<file path="src/rtl/cpu_pkg.sv">
// Shared definitions for the 16-bit CPU: field widths, opcode position,
// fetch FSM state encoding and PC arithmetic helpers.
package cpu_pkg;

    localparam int INSTR_W    = 16;
    localparam int ADDR_W     = 16;
    localparam int OPCODE_W   = 4;
    localparam int OPCODE_LSB = 12;

    typedef enum logic [1:0] {
        S_REQ  = 2'd0,
        S_FULL = 2'd1,
        S_DROP = 2'd2
    } fetch_state_t;

    // Sequential fetch address: one 16-bit word further, wrapping at 2^16.
    function automatic logic [ADDR_W-1:0] pc_inc(input logic [ADDR_W-1:0] pc);
        return pc + ADDR_W'(2);
    endfunction

    // Branch targets are word aligned; the byte-select bit is discarded.
    function automatic logic [ADDR_W-1:0] align_target(input logic [ADDR_W-1:0] t);
        return {t[ADDR_W-1:1], 1'b0};
    endfunction

endpackage

</file>
<file path="src/rtl/fetch_fifo.sv">
// Prefetch FIFO holding {word, pc} pairs. Clear discards all entries and
// takes priority over a push or pop in the same cycle. Storage is reset so
// the head outputs never show X, even when the FIFO is empty.
module fetch_fifo
    import cpu_pkg::*;
#(
    parameter int DEPTH = 2,
    localparam int CNT_W = $clog2(DEPTH) + 1
) (
    input  logic               Clock,
    input  logic               Reset,
    input  logic               clear,
    input  logic               push,
    input  logic [INSTR_W-1:0] push_word,
    input  logic [ADDR_W-1:0]  push_pc,
    input  logic               pop,
    output logic [INSTR_W-1:0] head_word,
    output logic [ADDR_W-1:0]  head_pc,
    output logic [CNT_W-1:0]   count
);

    localparam int PTR_W = $clog2(DEPTH);

    logic [INSTR_W-1:0] word_q [DEPTH];
    logic [ADDR_W-1:0]  pc_q   [DEPTH];
    logic [PTR_W-1:0]   wr_ptr;
    logic [PTR_W-1:0]   rd_ptr;
    logic               do_push;
    logic               do_pop;

    // Guard against overflow/underflow so a misbehaving caller cannot corrupt state.
    assign do_push = push && (count != CNT_W'(DEPTH));
    assign do_pop  = pop && (count != '0);

    assign head_word = word_q[rd_ptr];
    assign head_pc   = pc_q[rd_ptr];

    // Entry storage: written at the tail, cleared to zero on reset only.
    always_ff @(posedge Clock or posedge Reset) begin
        if (Reset) begin
            for (int i = 0; i < DEPTH; i++) begin
                word_q[i] <= '0;
                pc_q[i]   <= '0;
            end
        end else if (do_push && !clear) begin
            word_q[wr_ptr] <= push_word;
            pc_q[wr_ptr]   <= push_pc;
        end
    end

    // Pointers and occupancy; DEPTH is a power of two so pointers wrap naturally.
    always_ff @(posedge Clock or posedge Reset) begin
        if (Reset) begin
            wr_ptr <= '0;
            rd_ptr <= '0;
            count  <= '0;
        end else if (clear) begin
            wr_ptr <= '0;
            rd_ptr <= '0;
            count  <= '0;
        end else begin
            if (do_push) wr_ptr <= wr_ptr + PTR_W'(1);
            if (do_pop)  rd_ptr <= rd_ptr + PTR_W'(1);
            count <= count + CNT_W'(do_push) - CNT_W'(do_pop);
        end
    end

endmodule

</file>
<file path="src/rtl/instr_fetch.sv">
// Instruction fetch front-end: owns the PC, runs the single-outstanding
// req/ack read to instruction memory, buffers words in fetch_fifo and
// redirects on a taken branch. A request already on the bus when a branch
// arrives is completed in S_DROP and its data thrown away.
module instr_fetch
    import cpu_pkg::*;
#(
    parameter int                DEPTH    = 2,
    parameter logic [ADDR_W-1:0] RESET_PC = 16'h0000
) (
    input  logic                Clock,
    input  logic                Reset,
    output logic                imem_req,
    output logic [ADDR_W-1:0]   imem_addr,
    input  logic                imem_ack,
    input  logic [INSTR_W-1:0]  imem_rdata,
    output logic                instr_valid,
    output logic [INSTR_W-1:0]  instr,
    output logic [OPCODE_W-1:0] opcode,
    output logic [ADDR_W-1:0]   instr_pc,
    input  logic                instr_ready,
    input  logic                branch_taken,
    input  logic [ADDR_W-1:0]   branch_target
);

    localparam int CNT_W = $clog2(DEPTH) + 1;

    fetch_state_t      state;
    fetch_state_t      state_nxt;
    logic [ADDR_W-1:0] pc;
    logic [ADDR_W-1:0] pc_nxt;
    logic [ADDR_W-1:0] drop_addr;
    logic [ADDR_W-1:0] drop_addr_nxt;
    logic              fifo_push;
    logic              fifo_clear;
    logic              fifo_pop;
    logic [CNT_W-1:0]  count;

    assign fifo_pop    = instr_valid && instr_ready;
    assign instr_valid = (count != '0);
    assign opcode      = instr[OPCODE_LSB +: OPCODE_W];

    fetch_fifo #(
        .DEPTH (DEPTH)
    ) u_fifo (
        .Clock     (Clock),
        .Reset     (Reset),
        .clear     (fifo_clear),
        .push      (fifo_push),
        .push_word (imem_rdata),
        .push_pc   (pc),
        .pop       (fifo_pop),
        .head_word (instr),
        .head_pc   (instr_pc),
        .count     (count)
    );

    // FSM state register.
    always_ff @(posedge Clock or posedge Reset) begin
        if (Reset) begin
            state <= S_REQ;
        end else begin
            state <= state_nxt;
        end
    end

    // PC and the address of a request being drained after a redirect.
    always_ff @(posedge Clock or posedge Reset) begin
        if (Reset) begin
            pc        <= RESET_PC;
            drop_addr <= '0;
        end else begin
            pc        <= pc_nxt;
            drop_addr <= drop_addr_nxt;
        end
    end

    // Next state, PC update, FIFO control and memory request outputs.
    always_comb begin
        state_nxt     = state;
        pc_nxt        = pc;
        drop_addr_nxt = drop_addr;
        fifo_push     = 1'b0;
        fifo_clear    = 1'b0;
        imem_req      = 1'b0;
        imem_addr     = pc;

        case (state)
            S_REQ: begin
                imem_req = 1'b1;
                if (branch_taken) begin
                    // Redirect: any data returning now or later for the old pc is stale.
                    fifo_clear    = 1'b1;
                    pc_nxt        = align_target(branch_target);
                    drop_addr_nxt = pc;
                    state_nxt     = imem_ack ? S_REQ : S_DROP;
                end else if (imem_ack) begin
                    fifo_push = 1'b1;
                    pc_nxt    = pc_inc(pc);
                    // Keep requesting only if there is still room after this push/pop.
                    if ((int'(count) + 1 - int'(fifo_pop)) < DEPTH) begin
                        state_nxt = S_REQ;
                    end else begin
                        state_nxt = S_FULL;
                    end
                end
            end
            S_FULL: begin
                if (branch_taken) begin
                    fifo_clear = 1'b1;
                    pc_nxt     = align_target(branch_target);
                    state_nxt  = S_REQ;
                end else if (int'(count) < DEPTH) begin
                    state_nxt = S_REQ;
                end
            end
            S_DROP: begin
                // Hold the abandoned address stable until memory completes it.
                imem_req  = 1'b1;
                imem_addr = drop_addr;
                if (branch_taken) begin
                    fifo_clear = 1'b1;
                    pc_nxt     = align_target(branch_target);
                end
                if (imem_ack) begin
                    state_nxt = S_REQ;
                end
            end
            default: begin
                state_nxt = S_REQ;
            end
        endcase

        // Reset withdraws the request immediately so memory abandons the access.
        if (Reset) begin
            imem_req = 1'b0;
        end
    end

endmodule

</file>
<file path="config.mk">
export PLATFORM = sky130hd
export DESIGN_NAME = instr_fetch
export DESIGN_NICKNAME = d
export VERILOG_FILES = /design/src/rtl/cpu_pkg.sv /design/src/rtl/fetch_fifo.sv /design/src/rtl/instr_fetch.sv
export SDC_FILE = /design/constraint.sdc
export NUM_CORES = 1
export LEC_CHECK = 0
export CAP_MARGIN = 20
export CORE_UTILIZATION = 32
export CTS_CLUSTER_SIZE = 8
export DETAILED_ROUTE_END_ITERATION = 8
export GPL_ROUTABILITY_DRIVEN = 0
export PLACE_DENSITY_LB_ADDON = 0.15
export SLEW_MARGIN = 0
export SYNTH_ARGS = -nofsm -noshare
export SYNTH_HDL_FRONTEND = slang
export SYNTH_SLANG_ARGS = --single-unit
</file>
<file path="constraint.sdc">
create_clock -name Clock -period 11.76 [get_ports Clock]
set_clock_uncertainty 0.2 [all_clocks]
set_input_delay 3.528 -clock Clock [delete_from_list [all_inputs] [get_ports Clock]]
set_output_delay 3.528 -clock Clock [all_outputs]
set_load 0.01 [all_outputs]
</file>
Word-level counts from Yosys, hierarchy flattened:

Index checks and enable logic that the tools add are counted.

* bits in registers: 102
* input bits: 37
* output and inout bits: 54
* word-level logic and storage cells: 83

* add/sub/neg operators: 7
* order comparisons: 5
* equality and inequality tests: 7
* multiplexer cells: 35
* bitwise gates (word level): 2
* reduce and logical (&&, ||, !) cells: 17

Operator list (number)
* $mux 16: 11
* $bwmux 32: 2
* $pmux 16 s2: 1
* $add 16x2->16 const B: 1
* $demux 16 s1: 1
* $mux 2: 7
* $mux 1: 12
* $reduce_bool 2->1: 4
* $ne 3x3->1 const B: 2
* $pmux 2 s3: 1
* $reduce_and 3->1: 2
* $logic_and 1x1->1: 5
* $ge 2x2->1 const B: 2
* $lt 4x3->1 const B: 1
* $ne 2x2->1 const B: 2
* $not 1->2: 2
* $reduce_or 2->1: 2
* $sub 3x1->4: 1
* $add 2x1->3 const B: 1
* $reduce_or 3->1: 1
* $add 1x1->1 const B: 2
* $add 2x1->2: 1
* $eq 2x1->1 const B: 1
* $eq 2x2->1 const B: 1
* other kinds (7): 7

Logic depth before layout (Yosys ltp):

* depth in word-level cells: 8
* mapped depth: 9
* depth with buffers taken out: 9

Hierarchy:

A second synthesis with hierarchy kept.

* cell total of the unflattened synthesis: 394
* area total of the unflattened synthesis: 4966.0 µm²

By module, submodules not included
* fetch_fifo: instances 1, cells each 194, area each 2997.9 µm², sequential area each 1701.6 µm²
* instr_fetch: instances 1, cells each 200, area each 1968.1 µm², sequential area each 800.8 µm²

Worst setup path before layout:

No wires, ideal clock.

* kind: input to output
* start: input Reset
* end: output imem_req
* data arrival time: 3.697 ns
* required time: 8.032 ns
* setup slack: 4.335 ns
* stages on the path: 1
* path buffers: 0
* path through: nor2_1

* cells in the longest elaborated chain, start to end: 1

RTL lines
* start: declaration: line instr_fetch.sv:12 `input logic Reset,`
* $mux 1: line instr_fetch.sv:135 `if (Reset) begin`
* end: declaration: line instr_fetch.sv:13 `output logic imem_req,`

No other way between the ends.

Worst setup path after layout:

Same ends and word-level chain as after synthesis.

==> impl_metrics.ini <==
[setup_path]
crit_end_category = output pin
timing.critical_path.slowest_cell_delay_ns = 0.54
timing.critical_path.slowest_stage_cell = sky130_fd_sc_hd__clkdlybuf4s50_1
timing.rr.end = pc[15]
critical_path_class = input pin to output pin
worstPathMaxFanout = 2
critPathMostFrequentCell = sky130_fd_sc_hd__clkdlybuf4s50_1
rr_startpoint = state[0]
timing.critical_path.required_ns = 8.03
worstPathCellList = clkdlybuf4s50_1 > nor2_1 > clkdlybuf4s50_1
worst-r2r-setup-slack_ns = 9.29
worstPathArrival_ns = 4.65
cp-start-kind = input pin
timing.reg2reg.worst_path_depth = 6

[drt]
dr.first_iter.drc_count = 150
via_density_per_instance = 5.00
final_wirelength_um = 10900
dr_vias = 3238
wl_per_cell_um = 16.8
drtPass1Iterations = 6
number_of_nets_still_failing_antenna_checks_after_routing = 0
post-route-drc-count = 17

[global_route]
groute.usage.overall = 0.149
grt_overflow_total = 0
grt_pass1_vias = 3268
antenna_found_initial = 0
grt_first_pass_wirelength_um = 17900
largest_net_degree_at_the_start_of_global_routing = 59

[clocking]
cts-resized-gates = 0
max-clock-path-buffers = 2
cts_max_level = 3
root_buffer = sky130_fd_sc_hd__clkbuf_16
cts_num_sinks = 98
insertion_delay_ns = 0.34
tritoncts.num_buffers = 9
post-cts-setup-buffer-count = 0
holdBufCountCts = 0
cts.reportedPaths.clkPinSlew_ns = 0.07
tritoncts = built

[floorplanning]
die_area_mm2 = 0.0156
die_w_um = 125
die-height_um = 125
floorplan.initialDensity = 0.330
core_area_mm2 = 0.0146
placement_rows = 44
num_io_pins = 91

[timing]
finalSetupTns_ns = 0
peak_freq_mhz = 119
finalSetupViolations = 0
report.final.hold_viol_count = 0
finalMaxSlewViolations = 0
period_needed_ns = 8.38
rsz0062_at_grt = false
fraction_of_the_cycle_the_final_worst_path_needs = 0.713
worstMarginPinSlew_ns = 0.866
worst_hold_slack_ns = 0.290
timing.max_slew.rel_slack = 0.423

[synthesis]
avgSynthCellArea_um2 = 12.5
post_synth_instance_area_mm2 = 0.00483
yosys_warnings = 0
gate_count_of_the_mapped_netlist = 386
seq_area_frac_synth = 0.508
synth-seq-cells = 98
synth_cell_type_count = 46

[placement]
place_inst = 631
portBuffers = 87
detailed_place_hpwl_um = 7160
placed_area_mm2 = 0.00581

[worst_hold_path]
hold_endpoint = drop_addr[14]
holdPathStages = 2
hold_path.startpoint = drop_addr[14]
worst_hold_path_type = flop to flop

[layout]
drive_gt1_frac = 0.322
finalNetCount = 503
layout.cells.most_common = sky130_fd_sc_hd__mux2_2
area.growth.synth_to_final_pct = 26.1
fillCellCount = 1370
final_core_utilization = 0.416
postLayoutCellArea_mm2 = 0.00609
instances_no_fill = 647
diodes_inserted = 0
most-common-layout-cells = 121 x sky130_fd_sc_hd__mux2_2, 98 x sky130_fd_sc_hd__dfrtp_1, 87 x sky130_fd_sc_hd__clkdlybuf4s50_1

[outcome]
status = finished with violations
violated_checks = DRC

[power_and_ir_drop]
power.density_mw_per_mm2 = 292
worst_ir_drop_vdd_mv = 0.114
power_leakage_uw = 0.00250

[run]
max_cap_viol_count = 0
sequential cells by signal (all words and copies together), names as in the netlist:
signal / count
u_fifo.word_q: 32
u_fifo.pc_q: 30
u_fifo.count: 2
u_fifo.wr_ptr: 1
drop_addr: 15
state: 2
pc: 15
u_fifo.rd_ptr: 1
kinds of logic after synthesis:
| kind of cell | share of synthesized area |
|---|---|
| multiplexers | 0.289 |
| flip-flops | 0.508 |
| AND/OR/NAND/NOR | 0.0723 |
| AO/OA/AOI/OAI | 0.0640 |
| buffers and inverters | 0.0399 |
| adder cells (fa/ha/maj) | 0.0207 |
| XOR/XNOR | 0.00544 |
| other | 0.000777 |
where the power goes:
group / switching (uW) / internal [uW]
Sequential: 125 / 506
Clock: 134 / 150
Combinational: 354 / 512
worst max path at each step:
stage | start | end | slack, ns | cells past startpoint
after floorplan | Reset | imem_req | 4.33 | 1
after global placement | Reset | imem_req | 3.38 | 3
final | Reset | imem_req | 3.38 | 3
after CTS | Reset | imem_req | 3.37 | 3
after global routing | Reset | imem_req | 3.35 | 3
after detailed placement | Reset | imem_req | 3.37 | 3
final cells by class:
type	instances	area (um^2)	area share
clock buffers	10	239	0.0393
clock inverters	6	41.3	0.00678
inverters	7	28.8	0.00473
multi-input cells	250	2190	0.359
flip-flops and latches	98	2450	0.403
well taps	184	230	0.0378
repair buffers	92	908	0.149
layer usage:
layer	track usage	share of wire	vias up
li1	-	-	1521
met1	0.198	0.47	1634
met2	0.236	0.48	69
met3	0.0326	0.036	14
met4	0.0595	0.015	0
met5	0	0	-
critical path, delay by kind of cell:
kind | cells | cell delay [ns]
buffers and inverters | 2 | 1.00
and+or+nand+nor | 1 | 0.12
stage by stage:
stage,worst slack (ns),power (uW)
3_5_place_dp,3.37,1510
6_report,3.38,1780
5_1_grt,3.35,1910
4_1_cts,3.37,1800
2_1_floorplan,4.33,1160
3_3_place_gp,3.38,1490
cells in the mapped netlist, drive strengths merged:
cell,count,area share
nand3,5,0.0052
xnor2,1,0.0018
or2,2,0.0026
ha,8,0.021
a31oi,4,0.0052
xor2,2,0.0036
and2,3,0.0039
buf,22,0.026
mux2i,2,0.0041
o22a,9,0.016
and2b,2,0.0031
or4,1,0.0016
and3,3,0.0041
conb,1,0.00078
a22oi,1,0.0016
o22ai,6,0.0091
mux2,122,0.28
dfrtp,98,0.51
a311oi,2,0.0036
o311ai,1,0.0018
a211oi,2,0.0031
a41o,1,0.0021
nor3,4,0.0052
a21oi,12,0.012
nor2b,3,0.0039
and4,2,0.0039
o21ai,7,0.0073
or3,1,0.0013
nor4,3,0.0070
nand2,17,0.013
clkbuf,10,0.0080
inv,7,0.0054
a21o,1,0.0016
nand4,2,0.0026
nor2,19,0.015
Power figures use the tool's default switching activity.
